===== config.mk =====
export PLATFORM = sky130hd
export DESIGN_NAME = bht_gshare_pht
export DESIGN_NICKNAME = d
export VERILOG_FILES = /design/src/rtl/bht_gshare_pht.sv
export SDC_FILE = /design/constraint.sdc
export NUM_CORES = 1
export LEC_CHECK = 0
export BUFFER_PORTS_ARGS = -buffer_cell sky130_fd_sc_hd__buf_2
export CAP_MARGIN = 20
export CORE_MARGIN = 1.5
export CORE_UTILIZATION = 60
export CTS_BUF_LIST = sky130_fd_sc_hd__clkbuf_16
export DETAILED_ROUTE_END_ITERATION = 6
export PLACE_DENSITY_LB_ADDON = 0.1
export SKIP_CTS_REPAIR_TIMING = 1
export SLEW_MARGIN = 5
export SYNTH_ARGS = -nofsm -noshare
export SYNTH_HDL_FRONTEND = slang
export SYNTH_SLANG_ARGS = --single-unit

===== constraint.sdc =====
create_clock -name clk -period 19.2 [get_ports clk]
set_input_delay 1.92 -clock clk [delete_from_list [all_inputs] [get_ports clk]]
set_output_delay 1.92 -clock clk [all_outputs]
set_load 0.01 [all_outputs]

===== src/rtl/bht_gshare_pht.sv =====
// gshare branch predictor. A table of saturating counters is indexed by PC XOR a speculative
// global history. It self-initialises after reset and forwards a same-cycle update to the predict port.
module bht_gshare_pht #(
  parameter int ENTRIES = 256,
  parameter int CTR_W   = 2,
  parameter int GHR_W   = 8,
  parameter int PC_LSB  = 2,
  localparam int IDX_W  = $clog2(ENTRIES)
) (
  input  logic             clk,
  input  logic             rst_n,
  output logic             ready_o,
  input  logic             pred_valid_i,
  input  logic [31:0]      pred_pc_i,
  output logic             pred_taken_o,
  output logic [IDX_W-1:0] pred_idx_o,
  output logic [GHR_W-1:0] pred_ghr_o,
  input  logic             upd_valid_i,
  input  logic [IDX_W-1:0] upd_idx_i,
  input  logic             upd_taken_i,
  input  logic             upd_mispredict_i,
  input  logic [GHR_W-1:0] upd_ghr_i,
  output logic [GHR_W-1:0] ghr_o
);

  localparam logic [CTR_W-1:0] WEAK_T    = CTR_W'(1 << (CTR_W - 1));
  localparam logic [IDX_W-1:0] LAST_IDX  = IDX_W'(ENTRIES - 1);

  typedef enum logic {ST_INIT, ST_RUN} state_e;

  state_e           state_q, state_d;
  logic [IDX_W-1:0] init_ptr_q, init_ptr_d;
  logic [GHR_W-1:0] ghr_q, ghr_d;

  logic [CTR_W-1:0] pht_q [ENTRIES];
  logic             pht_we;
  logic [IDX_W-1:0] pht_waddr;
  logic [CTR_W-1:0] pht_wdata;

  logic             run;
  logic [IDX_W-1:0] ghr_ext;
  logic [IDX_W-1:0] idx;
  logic [CTR_W-1:0] upd_ctr;
  logic [CTR_W-1:0] upd_ctr_new;
  logic [CTR_W-1:0] pred_ctr;
  logic [GHR_W-1:0] ghr_restore;
  logic [GHR_W-1:0] ghr_shift;
  logic             misc_unused;

  function automatic logic [CTR_W-1:0] sat_next(input logic [CTR_W-1:0] c, input logic taken);
    logic [CTR_W-1:0] r;
    if (taken) r = (&c) ? c : c + CTR_W'(1);
    else       r = (|c) ? c - CTR_W'(1) : c;
    return r;
  endfunction

  assign run = (state_q == ST_RUN);

  always_comb begin
    ghr_ext = '0;
    ghr_ext[GHR_W-1:0] = ghr_q;
  end

  assign idx         = pred_pc_i[PC_LSB +: IDX_W] ^ ghr_ext;
  assign upd_ctr     = pht_q[upd_idx_i];
  assign upd_ctr_new = sat_next(upd_ctr, upd_taken_i);
  // Forward an update to the same entry so back-to-back branches see fresh state.
  assign pred_ctr    = (upd_valid_i && (upd_idx_i == idx)) ? upd_ctr_new : pht_q[idx];

  assign ready_o      = run;
  assign pred_taken_o = run & pred_ctr[CTR_W-1];
  assign pred_idx_o   = run ? idx : '0;
  assign pred_ghr_o   = run ? ghr_q : '0;
  assign ghr_o        = ghr_q;

  generate
    if (GHR_W == 1) begin : g_ghr_one
      assign ghr_restore = upd_taken_i;
      assign ghr_shift   = pred_taken_o;
    end else begin : g_ghr_wide
      assign ghr_restore = {upd_ghr_i[GHR_W-2:0], upd_taken_i};
      assign ghr_shift   = {ghr_q[GHR_W-2:0], pred_taken_o};
    end
  endgenerate

  // Only a slice of the PC feeds the index; the top history bit is shifted out on restore.
  assign misc_unused = ^{pred_pc_i, upd_ghr_i};

  always_comb begin
    state_d    = state_q;
    init_ptr_d = init_ptr_q;
    ghr_d      = ghr_q;
    pht_we     = 1'b0;
    pht_waddr  = '0;
    pht_wdata  = '0;
    case (state_q)
      ST_INIT: begin
        pht_we     = 1'b1;
        pht_waddr  = init_ptr_q;
        pht_wdata  = WEAK_T;
        init_ptr_d = init_ptr_q + 1'b1;
        if (init_ptr_q == LAST_IDX) state_d = ST_RUN;
      end
      ST_RUN: begin
        if (upd_valid_i) begin
          pht_we    = 1'b1;
          pht_waddr = upd_idx_i;
          pht_wdata = upd_ctr_new;
        end
        // A mispredict rewinds history and discards this cycle's speculative shift.
        if (upd_valid_i && upd_mispredict_i) ghr_d = ghr_restore;
        else if (pred_valid_i)               ghr_d = ghr_shift;
      end
      default: state_d = ST_INIT;
    endcase
  end

  always_ff @(posedge clk or negedge rst_n) begin
    if (!rst_n) begin
      state_q    <= ST_INIT;
      init_ptr_q <= '0;
      ghr_q      <= '0;
    end else begin
      state_q    <= state_d;
      init_ptr_q <= init_ptr_d;
      ghr_q      <= ghr_d;
    end
  end

  always_ff @(posedge clk) begin
    if (pht_we) pht_q[pht_waddr] <= pht_wdata;
  end

endmodule


==> Word-level counts from Yosys, hierarchy flattened <==
Memories as Yosys holds them, arrays and structs flattened.
Cells that the tools add are included.
{ "word_totals": {"reg_bits": 17, "latch_bits": 0, "ram_bits": 512, "mem_bits_ro": 0, "in_bits": 54, "wordCells": 36, "mem_count": 1} }
{ "memory_table": {"columns": ["memory", "depth", "word_bits", "read_ports", "rd_ports_with_merged_regs", "write_ports", "line", "rtl"], "rows": [
  ["pht_q", 256, 2, 2, 0, 1, "35", "logic [CTR_W-1:0] pht_q [ENTRIES];"]
]} }
{ "classes": {"addsub": 3, "multipliers": 0, "n_div": 0, "n_lt_le_gt_ge": 0, "n_eq_ne": 2, "shift": 0, "muxes": 18, "bitwise_logic": 3, "reduce_logical": 6} }
{ "op_table": {"columns": ["operator", "n"], "rows": [
  ["8-bit two-way mux", 5],
  ["8-bit case mux with 2 select lines", 1],
  ["2-bit two-way mux", 5],
  ["8-bit by 1-bit adder with 8-bit output (second input constant)", 1],
  ["8-bit equality test", 1],
  ["8-bit equality test (second input constant)", 1],
  ["8-bit XOR", 1],
  ["1-bit two-way mux", 5],
  ["2-bit case mux with 2 select lines", 1],
  ["2-bit AND reduction", 2],
  ["2-bit by 1-bit adder with 2-bit output (second input constant)", 1],
  ["1-bit logical AND", 2],
  ["1-bit case mux with 2 select lines", 1],
  ["2-bit nonzero test", 1],
  ["2-bit OR reduction", 1],
  ["2-bit by 1-bit subtractor with 2-bit output (second input constant)", 1],
  ["1-bit bitwise AND", 1],
  ["1-bit inverter", 1]
]} }

==> Depth between registers and ports, before layout <==
An unclocked memory read counts as a cell.
{ "depth": {"word_depth": 8, "ltp_mapped": 15, "ltp_nobuf": 9} }

==> Worst setup path before layout <==
Ideal clock, no wire load.
{ "synth_path": {"kind": "in2reg", "from": "input port upd_idx_i[0]", "to": "memory pht_q[0][1] (data pin)", "setup_ps": 2187, "arrival_ps": 13904, "t_required_ps": 17013, "slack_ps": 3109, "path_stages": 13, "path_buffers": 6, "cell_sequence": "buf_6 -> buf_12 -> buf_8 -> buf_6 -> buf_6 -> buf_6 -> mux2i_1 -> a221oi_1 -> a211oi_1 -> o31ai_1 -> nand4_2 -> maj3_2 -> o21ai_0"} }
{ "synth_via": {"elab_chain_cells": 6, "word_cells_on_any_way": 10, "cone_classes": "add/sub: 2; mux: 5; reduce/logical: 2; memory: 1"} }
{ "synth_lines": {"columns": ["item", "line", "rtl"], "rows": [
  ["from (decl)", "19", "input logic [IDX_W-1:0] upd_idx_i,"],
  ["memory read 256 x 2 bit (*)", null, null],
  ["2-bit by 1-bit subtractor with 2-bit output, or another cell as far along", "53", "else r = (|c) ? c - CTR_W'(1) : c;"],
  ["2-bit two-way mux (on tied branches)", "53, 52", null],
  ["2-bit two-way mux (*)", "52", "if (taken) r = (&c) ? c : c + CTR_W'(1);"],
  ["2-bit two-way mux (*)", "105", "if (upd_valid_i) begin"],
  ["2-bit case mux with 2 select lines (*)", "96", "case (state_q)"],
  ["via pht_wdata[1]", "38", "logic [CTR_W-1:0] pht_wdata;"],
  ["to (decl)", "35", null]
]} }
Mark *: on every way through the listed nets, which the timed path passes. The rest lies on a longest branch.

==> Final worst setup path <==
{ "layout_path": {"from": "input port upd_idx_i[0]", "to": "output port pred_taken_o"} }
{ "layout_via": {"elab_chain_cells": 6, "word_cells_on_any_way": 12, "cone_classes": "add/sub: 2; eq/ne: 1; mux: 4; bitwise: 1; reduce/logical: 3; memory: 1"} }
{ "layout_lines": {"columns": ["item", "line", "rtl"], "rows": [
  ["memory read 256 x 2 bit", null, null],
  ["2-bit by 1-bit subtractor with 2-bit output, or another cell as far along", "53", null],
  ["2-bit two-way mux (on tied branches)", "53, 52", null],
  ["2-bit two-way mux", "52", null],
  ["2-bit two-way mux (*)", "68", "assign pred_ctr = (upd_valid_i && (upd_idx_i == idx)) ? upd_ctr_new : pht_q[idx];"],
  ["1-bit bitwise AND (*)", "71", "assign pred_taken_o = run & pred_ctr[CTR_W-1];"],
  ["to (decl)", "15", "output logic pred_taken_o,"]
]} }
Mark *: on every way between the ends. The rest lies on a longest branch, timed or not.

==> metrics list <==
- Floorplan die area: 42100 um^2
- Clk pin slew, worst setup/hold paths: 0.06 ns
* Maximum frequency from static timing analysis: 0.125 GHz
- Cell area reported after detailed placement: 25300 um^2
* Clock buffers created by TritonCTS: 54
- Total half-perimeter wirelength after legalization and detailed placement: 42600 um
* Avg Vias per Cell: 7.06
* Sink of the worst hold path: init_ptr_q[0]
* Beginning of the worst register-to-register path: pht_q[110][0]
* Number of nets in the layout: 1681
* GR Util All Layers: 0.337
* Placement Setup Slack: 11.27 ns
* Port Buffers: 54
* Num Clock Sinks: 529
* Number of fillers in the final layout: 2790
* Worst-Margin Slew: 1.06 ns
- For this block, the via count after detailed routing is 15500.
* Cell Area, Synth: 24500 um^2
- Area contributors post-synth: edfxtp_1 (63%), mux4_2 (14%), nor2_1 (4.5%)
* R2R depth: 10
* Detailed-routing iteration count for the pre-antenna-repair pass: 7
- Averaged over all synthesized cells, the footprint is 15.5 um^2.
* Share of the yosys chip area belonging to registers: 0.644
* Prevailing post-synth register cell: edfxtp_1
- Synth Warn #: 0
* Routed len/inst: 31.2 um
- Final worst-path cycle share: 0.417
- In the final layout, the share of cells above drive strength 1 is 0.208.
- Number of cells on the worst hold path: 1
- The core region is 40000 um^2.
- In this run the clock root is driven by a clkbuf_16.
- RSZ-0062 raised after global routing: false
- Post-route standard cell area excluding fillers: 27000 um^2
- TritonCTS built the clock tree.
- The detailed router finished its first iteration with 2427 violations.
* Core Rows: 73
- Compared with the post-synthesis result, the final layout area differs by 10.1%.
* Number of remaining DRC errors: 3
- Area taken by flip-flops and latches: 15800 um^2
- The startpoint identified for the worst hold timing path is init_ptr_q[0].
- Power Dens Cells: 88.3 nW/um^2
* First-pass GRT wire length: 100000 um
- Total negative slack for setup checks: 0 ns
- The clock arrives with 0.0207 ns of skew.
- Remaining antenna violation count after routing: 0
- Wire length reported by the detailed router: 68500 um
- Post-synth EDFFs: 512
- Of the post-synthesis cell area, the dominant cell type holds 0.627.
- Path class of the lowest-slack min-delay path: flop to flop
* Final worst path period need: 8.01 ns
- Distinct cell type count of the synthesized netlist: 68
* Maximum clock insertion buffer count: 3
- Flop-to-flop setup slack: 14.57 ns
- When the netlist entered floorplanning its net count stood at 1635.
- From bottom edge to top edge, the die measures 205 um.
- Die X-Extent: 205 um
* Status: finished with violations
- The tool flagged a number of max-cap violations equal to 0.
- In the synthesized netlist, the number of instances is 1580.
- Pin placement for this block handled 80 I/O pins.
- Worst path required time: 17.28 ns
- Routability congestion estimate: 0.991
- Of all cell types, the one taking the most synthesized area is edfxtp_1.
- Summing all multi-input logic gate instances after layout gives 8170 um^2.
- Final Hold Fails: 0
- Later-pin clock latency in the skew report: 0.62 ns
* Proportion of synthesized flip-flops having asynchronous set or reset: 0.0321
- The initial antenna violation count is 0.
- Synthesis inferred 529 register bits.
- Number of slew-limit violations in the final report: 0
- In this run the static leakage power is 7.48 nW.
* H-Tree Level Count: 2
- In the post-synthesis netlist, the cell with the most instances is edfxtp_1.
- Vias in the first global route: 15400
* Number of setup violations in the final report: 0
- Violated checks: DRC
* Type of origin of the critical path: input port
* Overflow after GRT: 0
- The worst path meets setup with 11.19 ns of slack.
* Worst slew margin relative to its limit: 0.286
- Data arrival time of the worst path: 6.09 ns
* Effective utilization at floorplan: 0.613
- Crit. End Element: output port
- Entering global routing, the biggest net connects 121 pins.
- Along the worst path, the maximum fanout reaches 76.
* Worst reg2reg path endpoint: pht_q[77][0]
* Kind of critical path: input port to output port
* Largest vdd supply drop: 0.0677 mV
- Post-synth top cells: edfxtp_1 (512), nor2_1 (292), mux4_2 (150)
==> flip-flops by register name (all words and copies together), names as in the netlist <==
name        flops
pht_q         512
ghr_o           8
init_ptr_q      8
ready_o         1
==> through the flow <==
stage	hold WS (ns)	std cells	power [W]	utilization
finish	0.545	2197	0.00238	0.675
global route	0.593	2196	0.00244	0.675
CTS	0.543	2195	0.00239	0.674
detailed placement	0.533	2094	0.00143	0.633
global placement	0.527	2093	0.00143	0.632
floorplan	0.502	1580	0.00137	-
==> routing by layer <==
layer | track usage | vias to the layer above | part of all wire
met5 | 0 | - | 0
met4 | 0.156 | 0 | 0.047
met3 | 0.0727 | 195 | 0.12
met2 | 0.514 | 1098 | 0.46
met1 | 0.471 | 7885 | 0.37
li1 | - | 6332 | -
==> area by class of cell <==
type                       count  share of cell area
clock inverter                46             0.00983
tap                          525              0.0243
timing repair buffer         102              0.0248
multi-input combinational    926               0.303
clock buffer                  55              0.0510
inverter                      13             0.00181
sequential                   529               0.585
antenna                        1           0.0000927
==> power by group <==
part	leakage, nW	switching (W)	internal, W
Combinational	2.82	0.000102	0.0000536
Clock	0.878	0.000433	0.000544
Sequential	3.79	0.00000338	0.00125
Total	7.48	0.000538	0.00185
==> cell families (layout without fill, tap and decap cells) <==
kind of cell    count (synthesis)  after routing  synth area share
buf+inv                       125            216            0.0268
simple gates                  476            476            0.0812
mux                           237            237             0.182
flops                         529            529             0.644
xor+xnor                       29             29            0.0143
fa+ha+maj                       2              2          0.000969
other cells                     0              1                 0
compound gates                182            182            0.0507
==> worst max path at each step <==
stage	start	endpoint	slack, ns	cells past startpoint
2_1_floorplan	upd_idx_i[0]	pht_q[0][1]	3.11	13
3_3_place_gp	upd_idx_i[0]	pred_taken_o	11.25	11
3_5_place_dp	upd_idx_i[0]	pred_taken_o	11.27	11
4_1_cts	upd_idx_i[0]	pred_taken_o	11.28	11
5_1_grt	upd_idx_i[0]	pred_taken_o	11.05	11
6_report	upd_idx_i[0]	pred_taken_o	11.19	11
==> layout by cell type, fill, tap and decap left out, types with 13 or more instances in the layout <==
master,netlist,routed
clkbuf_16,0,55
mux2i_1,67,67
nand3_1,16,16
inv_1,11,30
nand2_1,100,100
nor2_1,292,292
o21ai_0,16,15
o22ai_1,15,15
buf_2,22,52
a21oi_1,47,46
dfrtp_1,17,17
mux4_2,150,150
edfxtp_1,512,512
buf_4,9,47
a22oi_1,31,31
nor3_1,13,13
clkinv_1,1,14
==> critical path, cell delays in order <==
cell	delay (ns)
buf_8	0.58
buf_4	0.80
mux4_2	0.60
a22oi_1	0.21
a21oi_1	0.19
a2111oi_0	0.68
o31ai_1	0.26
nand4_2	0.19
maj3_2	0.26
a21oi_2	0.10
buf_2	0.16
Note: power is estimated with default switching activity, not from simulation.
